<file path="config.mk">
export PLATFORM = sky130hd
export DESIGN_NAME = mdu_iter
export DESIGN_NICKNAME = d
export VERILOG_FILES = /design/src/rtl/mdu_pkg.sv /design/src/rtl/mdu_step_core.sv /design/src/rtl/mdu_iter.sv
export SDC_FILE = /design/constraint.sdc
export NUM_CORES = 1
export LEC_CHECK = 0
export ABC_AREA = 0
export CAP_MARGIN = 20
export CORE_AREA = 2 2 238 240
export DETAILED_ROUTE_END_ITERATION = 10
export DIE_AREA = 0 0 240 242
export PLACE_DENSITY = 0.4
export SLEW_MARGIN = 0
export SYNTH_ARGS = -nofsm -noshare
export SYNTH_HDL_FRONTEND = slang
export SYNTH_HIERARCHICAL = 1
export SYNTH_SLANG_ARGS = --single-unit
</file>
<file path="constraint.sdc">
create_clock -name clk -period 4.8 [get_ports clk]
set_input_delay 0.48 -clock clk [delete_from_list [all_inputs] [get_ports clk]]
set_output_delay 0.48 -clock clk [all_outputs]
set_load 0.01 [all_outputs]
</file>
<file path="src/rtl/mdu_pkg.sv">
// mdu_pkg: shared constants and types for the iterative RV32M multiply/divide unit.
//   - funct3 encodings for the eight RV32M operations
//   - FSM state type
//   - iteration count for the radix-2 loop
//   - fixed results for divide-by-zero and signed overflow
package mdu_pkg;

   localparam logic [2:0] Funct3Mul    = 3'b000;
   localparam logic [2:0] Funct3Mulh   = 3'b001;
   localparam logic [2:0] Funct3Mulhsu = 3'b010;
   localparam logic [2:0] Funct3Mulhu  = 3'b011;
   localparam logic [2:0] Funct3Div    = 3'b100;
   localparam logic [2:0] Funct3Divu   = 3'b101;
   localparam logic [2:0] Funct3Rem    = 3'b110;
   localparam logic [2:0] Funct3Remu   = 3'b111;

   localparam int unsigned IterCount = 32;

   localparam logic [31:0] DivZeroQuot = 32'hFFFF_FFFF;
   localparam logic [31:0] OvfQuot     = 32'h8000_0000;
   localparam logic [31:0] OvfRem      = 32'h0000_0000;
   localparam logic [31:0] IntMin      = 32'h8000_0000;

   typedef enum logic [1:0] {
      StIdle,
      StCalc,
      StFinish,
      StDone
   } mdu_state_e;

   // funct3[2] separates the divide group from the multiply group.
   function automatic logic is_div_op(input logic [2:0] f3);
      return f3[2];
   endfunction

endpackage

</file>
<file path="src/rtl/mdu_step_core.sv">
// mdu_step_core: one radix-2 iteration of the shared multiply/divide datapath.
// A single XLEN+1 bit adder serves both operations:
//   multiply (is_div_i=0): shift-add, {hi,lo} := ({hi} + (lo[0] ? b : 0)) : lo  >> 1
//   divide   (is_div_i=1): restoring step on partial remainder hi, dividend/quotient in lo
// Ports:
//   is_div_i  select divide step (1) or multiply step (0)
//   hi_i/lo_i current high/low working registers
//   b_i       multiplicand or divisor magnitude
//   hi_o/lo_o next high/low working registers
module mdu_step_core #(
   parameter int unsigned XLEN = 32
) (
   input  logic            is_div_i,
   input  logic [XLEN-1:0] hi_i,
   input  logic [XLEN-1:0] lo_i,
   input  logic [XLEN-1:0] b_i,
   output logic [XLEN-1:0] hi_o,
   output logic [XLEN-1:0] lo_o
);

   logic [XLEN:0] op_a;
   logic [XLEN:0] op_b;
   logic [XLEN:0] sum;
   logic          cin;
   logic          ge;

   always_comb begin
      if (is_div_i) begin
         // Shift the next dividend bit into the partial remainder, then subtract.
         op_a = {hi_i, lo_i[XLEN-1]};
         op_b = ~{1'b0, b_i};
         cin  = 1'b1;
      end else begin
         op_a = {1'b0, hi_i};
         op_b = lo_i[0] ? {1'b0, b_i} : '0;
         cin  = 1'b0;
      end
      sum = op_a + op_b + {{XLEN{1'b0}}, cin};

      // Partial remainder < divisor, so the difference never exceeds XLEN bits;
      // the top bit is therefore a clean borrow flag.
      ge = ~sum[XLEN];

      if (is_div_i) begin
         hi_o = ge ? sum[XLEN-1:0] : op_a[XLEN-1:0];
         lo_o = {lo_i[XLEN-2:0], ge};
      end else begin
         hi_o = sum[XLEN:1];
         lo_o = {sum[0], lo_i[XLEN-1:1]};
      end
   end

endmodule

</file>
<file path="src/rtl/mdu_iter.sv">
// mdu_iter: iterative RV32M multiply/divide unit with register-file write-back.
// Optional build macro: MDU_FAST_MUL_EN (single-cycle 33x33 signed multiply).
// Ports:
//   clk, rst           clock, synchronous active-high reset
//   start, flush       begin operation (IDLE only) / abort in-flight operation
//   funct3             RV32M operation select
//   rs1_data, rs2_data operands A and B
//   rd                 destination register index
//   busy, done         operation in flight / one-cycle completion pulse
//   wb_en, wb_addr, wb_data  register-file write port (held outside DONE)
module mdu_iter
   import mdu_pkg::*;
#(
   parameter int unsigned XLEN = 32
) (
   input  logic            clk,
   input  logic            rst,
   input  logic            start,
   input  logic            flush,
   input  logic [2:0]      funct3,
   input  logic [XLEN-1:0] rs1_data,
   input  logic [XLEN-1:0] rs2_data,
   input  logic [4:0]      rd,
   output logic            busy,
   output logic            done,
   output logic            wb_en,
   output logic [4:0]      wb_addr,
   output logic [XLEN-1:0] wb_data
);

   localparam int unsigned CntW = $clog2(IterCount);
   localparam logic [CntW-1:0] CntLast = CntW'(IterCount - 1);

   mdu_state_e state_q, state_d;

   logic [CntW-1:0] cnt_q;
   logic [XLEN-1:0] hi_q, lo_q, b_q;
   logic            is_div_q, is_rem_q, mul_hi_q, neg_q, rem_neg_q;
   logic [4:0]      rd_q, wb_addr_q;
   logic [XLEN-1:0] wb_data_q;

   // Operand decode, only meaningful while accepting in IDLE.
   logic            op_div, a_signed, b_signed, a_neg, b_neg;
   logic [XLEN-1:0] a_mag, b_mag;
   logic            div_zero, div_ovf, skip_calc, accept;

   always_comb begin
      op_div   = is_div_op(funct3);
      a_signed = op_div ? ~funct3[0] : (funct3 == Funct3Mulh || funct3 == Funct3Mulhsu);
      b_signed = op_div ? ~funct3[0] : (funct3 == Funct3Mulh);
      a_neg    = a_signed & rs1_data[XLEN-1];
      b_neg    = b_signed & rs2_data[XLEN-1];
      a_mag    = a_neg ? -rs1_data : rs1_data;
      b_mag    = b_neg ? -rs2_data : rs2_data;
      div_zero = op_div & (rs2_data == '0);
      div_ovf  = op_div & ~funct3[0] & (rs1_data == IntMin) & (rs2_data == '1);
`ifdef MDU_FAST_MUL_EN
      skip_calc = div_zero | div_ovf | ~op_div;
`else
      skip_calc = div_zero | div_ovf;
`endif
      accept = (state_q == StIdle) & start & ~flush;
   end

`ifdef MDU_FAST_MUL_EN
   // Sign-extended 33-bit operands make one signed multiplier cover all four ops.
   logic signed [XLEN:0]     fast_a, fast_b;
   logic signed [2*XLEN+1:0] fast_prod;
   always_comb begin
      fast_a    = {a_signed & rs1_data[XLEN-1], rs1_data};
      fast_b    = {b_signed & rs2_data[XLEN-1], rs2_data};
      fast_prod = fast_a * fast_b;
   end
`endif

   // ---------------- FSM: state register ----------------
   always_ff @(posedge clk) begin
      if (rst) begin
         state_q <= StIdle;
      end else begin
         state_q <= state_d;
      end
   end

   // ---------------- FSM: next state ----------------
   always_comb begin
      state_d = state_q;
      if (flush) begin
         state_d = StIdle;
      end else begin
         unique case (state_q)
            StIdle:   if (start) state_d = skip_calc ? StFinish : StCalc;
            StCalc:   if (cnt_q == CntLast) state_d = StFinish;
            StFinish: state_d = StDone;
            StDone:   state_d = StIdle;
            default:  state_d = StIdle;
         endcase
      end
   end

   // ---------------- FSM: outputs ----------------
   always_comb begin
      busy  = (state_q != StIdle);
      done  = (state_q == StDone);
      wb_en = done & (wb_addr_q != 5'd0);
   end

   // ---------------- iteration datapath ----------------
   logic [XLEN-1:0] step_hi, step_lo;

   mdu_step_core #(
      .XLEN (XLEN)
   ) u_step_core (
      .is_div_i (is_div_q),
      .hi_i     (hi_q),
      .lo_i     (lo_q),
      .b_i      (b_q),
      .hi_o     (step_hi),
      .lo_o     (step_lo)
   );

   always_ff @(posedge clk) begin
      if (rst) begin
         cnt_q     <= '0;
         hi_q      <= '0;
         lo_q      <= '0;
         b_q       <= '0;
         is_div_q  <= 1'b0;
         is_rem_q  <= 1'b0;
         mul_hi_q  <= 1'b0;
         neg_q     <= 1'b0;
         rem_neg_q <= 1'b0;
         rd_q      <= '0;
      end else if (accept) begin
         cnt_q     <= '0;
         b_q       <= b_mag;
         is_div_q  <= op_div;
         is_rem_q  <= funct3[1];
         mul_hi_q  <= (funct3[1:0] != 2'b00);
         rd_q      <= rd;
         rem_neg_q <= 1'b0;
         neg_q     <= a_neg ^ b_neg;
         hi_q      <= '0;
         lo_q      <= a_mag;
         if (div_zero) begin
            hi_q  <= rs1_data;
            lo_q  <= DivZeroQuot;
            neg_q <= 1'b0;
         end else if (div_ovf) begin
            hi_q  <= OvfRem;
            lo_q  <= OvfQuot;
            neg_q <= 1'b0;
         end else if (op_div) begin
            rem_neg_q <= a_neg;
`ifdef MDU_FAST_MUL_EN
         end else begin
            hi_q  <= fast_prod[2*XLEN-1:XLEN];
            lo_q  <= fast_prod[XLEN-1:0];
            neg_q <= 1'b0;
`endif
         end
      end else if (state_q == StCalc) begin
         cnt_q <= cnt_q + 1'b1;
         hi_q  <= step_hi;
         lo_q  <= step_lo;
      end
   end

   // ---------------- sign correction and write-back ----------------
   logic [2*XLEN-1:0] prod, prod_fix;
   logic [XLEN-1:0]   quot, rem, result;

   always_comb begin
      prod     = {hi_q, lo_q};
      prod_fix = neg_q ? -prod : prod;
      quot     = neg_q ? -lo_q : lo_q;
      rem      = rem_neg_q ? -hi_q : hi_q;
      if (is_div_q) begin
         result = is_rem_q ? rem : quot;
      end else begin
         result = mul_hi_q ? prod_fix[2*XLEN-1:XLEN] : prod_fix[XLEN-1:0];
      end
   end

   // Write-back registers load only on FINISH->DONE so they hold everywhere else.
   always_ff @(posedge clk) begin
      if (rst) begin
         wb_addr_q <= '0;
         wb_data_q <= '0;
      end else if ((state_q == StFinish) && !flush) begin
         wb_addr_q <= rd_q;
         wb_data_q <= result;
      end
   end

   assign wb_addr = wb_addr_q;
   assign wb_data = wb_data_q;

endmodule

</file>
==> qor.csv, run 1 <==
metric,value,unit
multi_input_area,10000,um^2
synthFlopType,dfxtp_1,
synth_seq_cells,150,
yosysSeqAreaShare,21.9,%
grt_pass1_vias,13400,
peakVddDrop,0.300,mV
synth_fp_nets,1937,
reg2regPathDepth,19,
die_h,242,um
reg2reg_slack,0.57,ns
setup-violations-final,0,
synth.avg_cell_area,7.54,um^2
post-route-cell-area,16300,um^2
p_sw_share,36.0,%
layout_common_cells,"nor2_1, nand2_1, dfxtp_1",
endpoint_kind,flop,
worstSetupStartpoint,is_div_q,
regArea,3010,um^2
wire_per_inst,22.1,um
clk_pin_slew,0.07,ns
globalplace.congestion,0.896,
rsz0062_at_grt,false,
p_clk_share,36.0,%
drc,0,
hold_slack,0.453,ns
placed_area,15700,um^2
drive_gt1_share,9.73,%
antenna_found_initial,1,
required,5.17,ns
synthCells,1816,
period_needed,4.23,ns
p_per_area,232,nW/um^2
syn_area,13700,um^2
skew,0.0137,ns
synth-async-reset-ratio,0,%
numCtsBuffers,17,
cts_resized,0,
synth_warnings,6,
start_util,24.6,%
grt_max_degree,139,
clock_path_buffers,2,
sequentialPowerShare,37.2,%
period_share,88.2,%
min_path_type,reg -> reg,
r2r_end,hi_q[13],
die-area,58100,um^2
overflow,0,
grt_pass1_wl,88000,um
core_area,55700,um^2
drv_cap,0,
critPathKind,reg -> reg,
dieWidth,240,um
place_inst,2604,
post_cts_buffers,0,
vias,13900,
rows,87,
clock.fmax,236,MHz
wl,58400,um
startpoint_type,flop,
syn2layout_area_growth,19.0,%
crit_arrival,4.60,ns
rr_startpoint,is_div_q,
endpoint,hi_q[13],
layout_commonest_cell,nor2_1,
synth_edf_count,0,
relSlewSlack,26.8,%
p_int,2.42,mW
synth_cell_type_count,80,
fin_setup_tns,0,ns
hold_viol_final,0,
p_comb_share,26.8,%
tightest_slew,1.09,ns
vias_per_cell,5.26,
cts_tree,done,
nets,1988,
clk_latency,0.50,ns
grt_use_total,20.2,%
p_sw,1.36,mW
power,3.78,mW
clock-sinks,150,
io_pins,116,
power_leakage,5.76,nW
slew_viol_final,0,
first_pass_iters,6,
critPathMaxFanout,28,
hold_buffers,0,
drtAntennaViolNets,0,
fillCellCount,6083,
port-buffer-count,115,
clockRootBuffer,clkbuf_16,
fin_cells,2637,
htreeDepth,4,
dpl.hpwl,44500,um
status,completed,
drt_iter0_drc,808,
[flip-flops by register name, summed over array words and instances, names as in the netlist]
signal and count:
wb_data 32, rd_q 5, rem_neg_q 1, mul_hi_q 1
lo_q 32, b_q 32, hi_q 32, is_rem_q 1
is_div_q 1, wb_addr 5, state_q 2, neg_q 1
cnt_q 5
[cell families after synthesis]
group,after synthesis,share of synthesized area (%)
simple gates,608,21.0
compound gates,504,24.2
buf+inv,176,5.17
xor+xnor,172,11.1
mux,161,12.3
flops,150,21.9
fa+ha+maj,45,4.22
[metrics by stage]
stage          worst slack (ns)  utilization (%)
5_1_grt                   0.176             29.2
4_1_cts                   0.537             29.2
2_1_floorplan             0.553                -
3_5_place_dp              0.577             28.3
3_3_place_gp              0.591             28.3
6_report                  0.567             29.2
[power by group through the flow]
stage | Clock [mW] | Combinational [mW] | Sequential (mW)
floorplan | 0 | 0.646 | 1.38
global placement | 0 | 1.01 | 1.43
detailed placement | 0 | 1.01 | 1.43
CTS | 1.41 | 1.01 | 1.40
global route | 1.46 | 1.10 | 1.42
finish | 1.36 | 1.01 | 1.41
[worst min-delay path by stage]
stage	startpoint	to	slack, ns	cells past startpoint
global placement	rd_q[2]	wb_addr[2]	0.44	2
CTS	rst	is_rem_q	0.45	2
detailed placement	rd_q[0]	wb_addr[0]	0.44	2
global route	rd_q[0]	wb_addr[0]	0.46	2
finish	wb_data[29]	wb_data[29]	0.45	2
floorplan	rd_q[0]	wb_addr[0]	0.43	2
[Yosys cell counts (all sizes together) (5+ instances only)]
master / count / area (um^2)
nor2: 203 / 762
nand2b: 12 / 75.1
o211ai: 8 / 60.1
xnor2: 78 / 683
nand3: 32 / 160
nor3: 42 / 220
or3: 15 / 93.8
and3: 5 / 31.3
nand4: 25 / 156
or4: 20 / 161
and4: 6 / 52.6
clkbuf: 127 / 477
o41ai: 15 / 131
a221oi: 27 / 236
mux2: 64 / 721
a311oi: 6 / 52.6
o21ai: 125 / 637
o21a: 21 / 158
o31ai: 33 / 248
nand2: 170 / 638
o21bai: 5 / 37.5
xor2: 94 / 842
a211oi: 51 / 383
nor2b: 16 / 100
a21o: 13 / 97.6
ha: 43 / 538
buf: 15 / 104
mux2i: 97 / 971
and2: 9 / 56.3
dfxtp: 150 / 3000
inv: 34 / 128
or2: 8 / 50.1
a21oi: 103 / 519
a31oi: 44 / 275
nor4: 32 / 206
o22ai: 5 / 31.3
[final cells by class]
| type | instances | share of cell area (%) |
|---|---|---|
| inverters | 34 | 0.783 |
| clock buffers | 22 | 2.79 |
| well taps | 756 | 5.80 |
| flip-flops and latches | 150 | 18.5 |
| diodes | 1 | 0.0154 |
| repair buffers | 174 | 10.1 |
| clock inverters | 10 | 0.599 |
| multi-input cells | 1490 | 61.5 |
[per-layer routing]
| layer | routed length, um | share of wire (%) | global-route usage, % | vias to the layer above |
|---|---|---|---|---|
| met3 | 2740 | 4.7 | 3.38 | 63 |
| met2 | 27400 | 47 | 33.1 | 379 |
| li1 | - | - | - | 6775 |
| met5 | 0 | 0 | 0 | - |
| met1 | 27000 | 46 | 26.9 | 6642 |
| met4 | 1280 | 2.2 | 5.86 | 0 |
[worst max-delay path, stage by stage, from the launching register on]
cell and delay [ns]:
dfxtp_4 0.50, nor2b_2 0.09, buf_4 0.20, nand2_1 0.07, o21ai_0 0.16, fa_1 0.48, a21oi_1 0.22, nor2_1 0.11
o311ai_2 0.32, nand3_1 0.23, a21oi_2 0.26, o21ai_4 0.11, xor2_4 0.28, buf_12 0.27, mux2i_1 0.23, a21oi_1 0.10
mux2i_1 0.19, nor2_1 0.06, a31oi_1 0.16, nor2_1 0.05
(Power assumes the default switching activity.)
==> inputs of run 2 (changes only) <==
Settings changed: CORE_AREA 2 2 238 240 to 2 2 195 292, DIE_AREA 0 0 240 242 to 0 0 197 294.
==> run 2 against run 1 <==
  * Hold slack worse by 0.028 ns
  * Register-to-register slack worse by 0.14 ns
  * Critical path type unchanged
  * Clock power is 6% higher
  * Flip-flop and latch count stayed put
  * Cell count is 1.7% lower
  * Utilization is 0.28 points higher
  * Count of clock-buffer cells in the layout is 4 lower
  * Via count is 2.4% lower
==> qor.csv, run 2 (same netlist as run 1, synthesis figures left out) <==
metric,value,unit,change
reg2reg_slack,0.43,ns,-0.14 ns
insertedDiodeCount,0,,-1
hold_viol_final,0,,unchanged
hold_path.startpoint,rst,,
dp_slack,0.451,ns,-0.126 ns
drt_iter0_drc,634,,-22%
clock-sinks,150,,unchanged
critPathKind,reg -> reg,,
max_stage_delay,0.57,ns,+0.07 ns
port-buffer-count,115,,unchanged
vias,13500,,-2.4%
fin_setup_tns,0,ns,unchanged
dpl.hpwl,42800,um,-3.9%
nets,1999,,+0.55%
htreeDepth,4,,unchanged
grt_use_total,18.7,%,-1.5 points
clock_path_buffers,2,,unchanged
relSlewSlack,34.5,%,+7.6 points
cts_tree,done,,
layout_common_cells,"nor2_1, nand2_1, dfxtp_1",,
clock.fmax,229,MHz,-3.1%
dieWidth,197,um,-18%
drtAntennaViolNets,0,,unchanged
clk_latency,0.48,ns,-0.02 ns
wl,54600,um,-6.5%
p_per_area,233,nW/um^2,+0.52%
hold_path_depth,2,,unchanged
period_share,91.1,%,+2.9 points
rr_startpoint,is_div_q,,
vias_per_cell,5.22,,-0.71%
drv_cap,0,,unchanged
multi_input_area,10000,um^2,unchanged
endpoint_kind,flop,,
die-area,57900,um^2,-0.28%
grt_pass1_wl,82500,um,-6.3%
slew_viol_final,0,,unchanged
tightest_slew,0.983,ns,-0.104 ns
overflow,0,,unchanged
antenna_found_initial,0,,-1
cts_resized,0,,unchanged
min_path_type,in -> reg,,
reg2regPathDepth,15,,-4
setup-violations-final,0,,unchanged
die_h,294,um,+21%
core_area,55400,um^2,-0.53%
start_util,24.7,%,+0.13 points
holdPathEnd,wb_addr[2],,
slowest_stage,o311ai_2,,
status,completed,,
grt_pass1_vias,13500,,+0.66%
rsz0062_at_grt,false,,
drive_gt1_share,10.5,%,+0.74 points
globalplace.congestion,0.919,,+2.5%
syn2layout_area_growth,19.5,%,
critPathMaxFanout,18,,-36%
io_pins,116,,unchanged
peakVddDrop,0.240,mV,-20%
layout_commonest_cell,nor2_1,,
clk_pin_slew,0.08,ns,about the same
clockRootBuffer,clkbuf_16,,
worst_slack,0.429,ns,-0.137 ns
r2r_end,lo_q[0],,
crit_arrival,4.67,ns,+0.07 ns
drc,0,,unchanged
regArea,3010,um^2,unchanged
hold_buffers,0,,unchanged
numCtsBuffers,17,,unchanged
startpoint_type,flop,,
skew,0.0138,ns,+0.000119 ns
fillCellCount,6076,,-0.12%
wire_per_inst,21.1,um,-4.9%
post_cts_buffers,0,,unchanged
grt_max_degree,140,,+0.72%
period_needed,4.37,ns,+0.137 ns
rows,106,,+22%
first_pass_iters,5,,-1
required,5.10,ns,-0.07 ns
power_leakage,5.85,nW,+1.5%
worstPathCellList,mux2i_1 > fa_1 > inv_1 > fa_1 > a21oi_1 > nor2_1 > o311ai_2 > nand3_1 > a21oi_2 > o21ai_4 > xor2_4 > buf_12 > mux2_2 > mux2i_1 > a221oi_1,,
==> run 2: changes by cell type in the layout (fill, tap and decap cells not counted), sizes merged <==
cell      delta
buf         +11
inv          +7
clkbuf       -4
clkinvlp     -2
clkinv       -1
diode        -1
==> run 2: layout make-up <==
class                      instances  share of cell area (%)
multi-input combinational       1490                    61.2
timing repair buffer             185                    10.6
sequential                       150                    18.4
inverter                          34                   0.780
tap                              702                    5.37
clock buffer                      18                    2.68
clock inverter                    14                   0.948
==> run 2: worst max-delay path: cells and delay by family (launching register included) <==
kind / cells / cell delay (ns)
buffers and inverters: 2 / 0.27
muxes: 3 / 0.51
DFF: 1 / 0.48
and+or+nand+nor: 2 / 0.32
xor gates and xnor gates: 1 / 0.27
AOI/OAI and AO/OA: 5 / 1.70
adders and majority gates: 2 / 0.64
==> run 2: metrics by stage <==
stage	power [mW]	utilization (%)	hold WS, ns	cells	instance area [um^2]
6_report	3.82	29.5	0.424	2593	16400
5_1_grt	4.01	29.5	0.409	2593	16400
3_5_place_dp	2.40	28.5	0.445	2561	15800
4_1_cts	3.87	29.5	0.394	2593	16400
2_1_floorplan	2.03	-	0.432	1816	13700
3_3_place_gp	2.40	28.5	0.439	2561	15800
==> run 2: per-layer routing <==
layer	track usage [%]	share of wire [%]	vias to the layer above
met5	0	0	-
met4	7.65	3.4	0
met2	35.6	53	294
met1	20.7	41	6375
li1	-	-	6777
met3	2.30	2.8	85
==> run 2: worst max-delay path by stage <==
| stage | startpoint | endpoint | slack (ns) | cells after the start |
|---|---|---|---|---|
| after floorplan | is_div_q | hi_q[7] | 0.55 | 21 |
| after global placement | is_div_q | lo_q[0] | 0.44 | 14 |
| after detailed placement | is_div_q | lo_q[0] | 0.45 | 15 |
| after CTS | is_div_q | lo_q[0] | 0.40 | 15 |
| after global routing | is_div_q | hi_q[24] | 0.13 | 18 |
| final | is_div_q | lo_q[0] | 0.43 | 15 |
==> run 2: power breakdown <==
group	switching [mW]	internal (mW)	leakage [nW]	total (mW)
registers	0.0902	1.30	1.22	1.39
clock network	0.687	0.754	0.292	1.44
logic	0.591	0.392	4.34	0.982
total	1.37	2.45	5.85	3.82
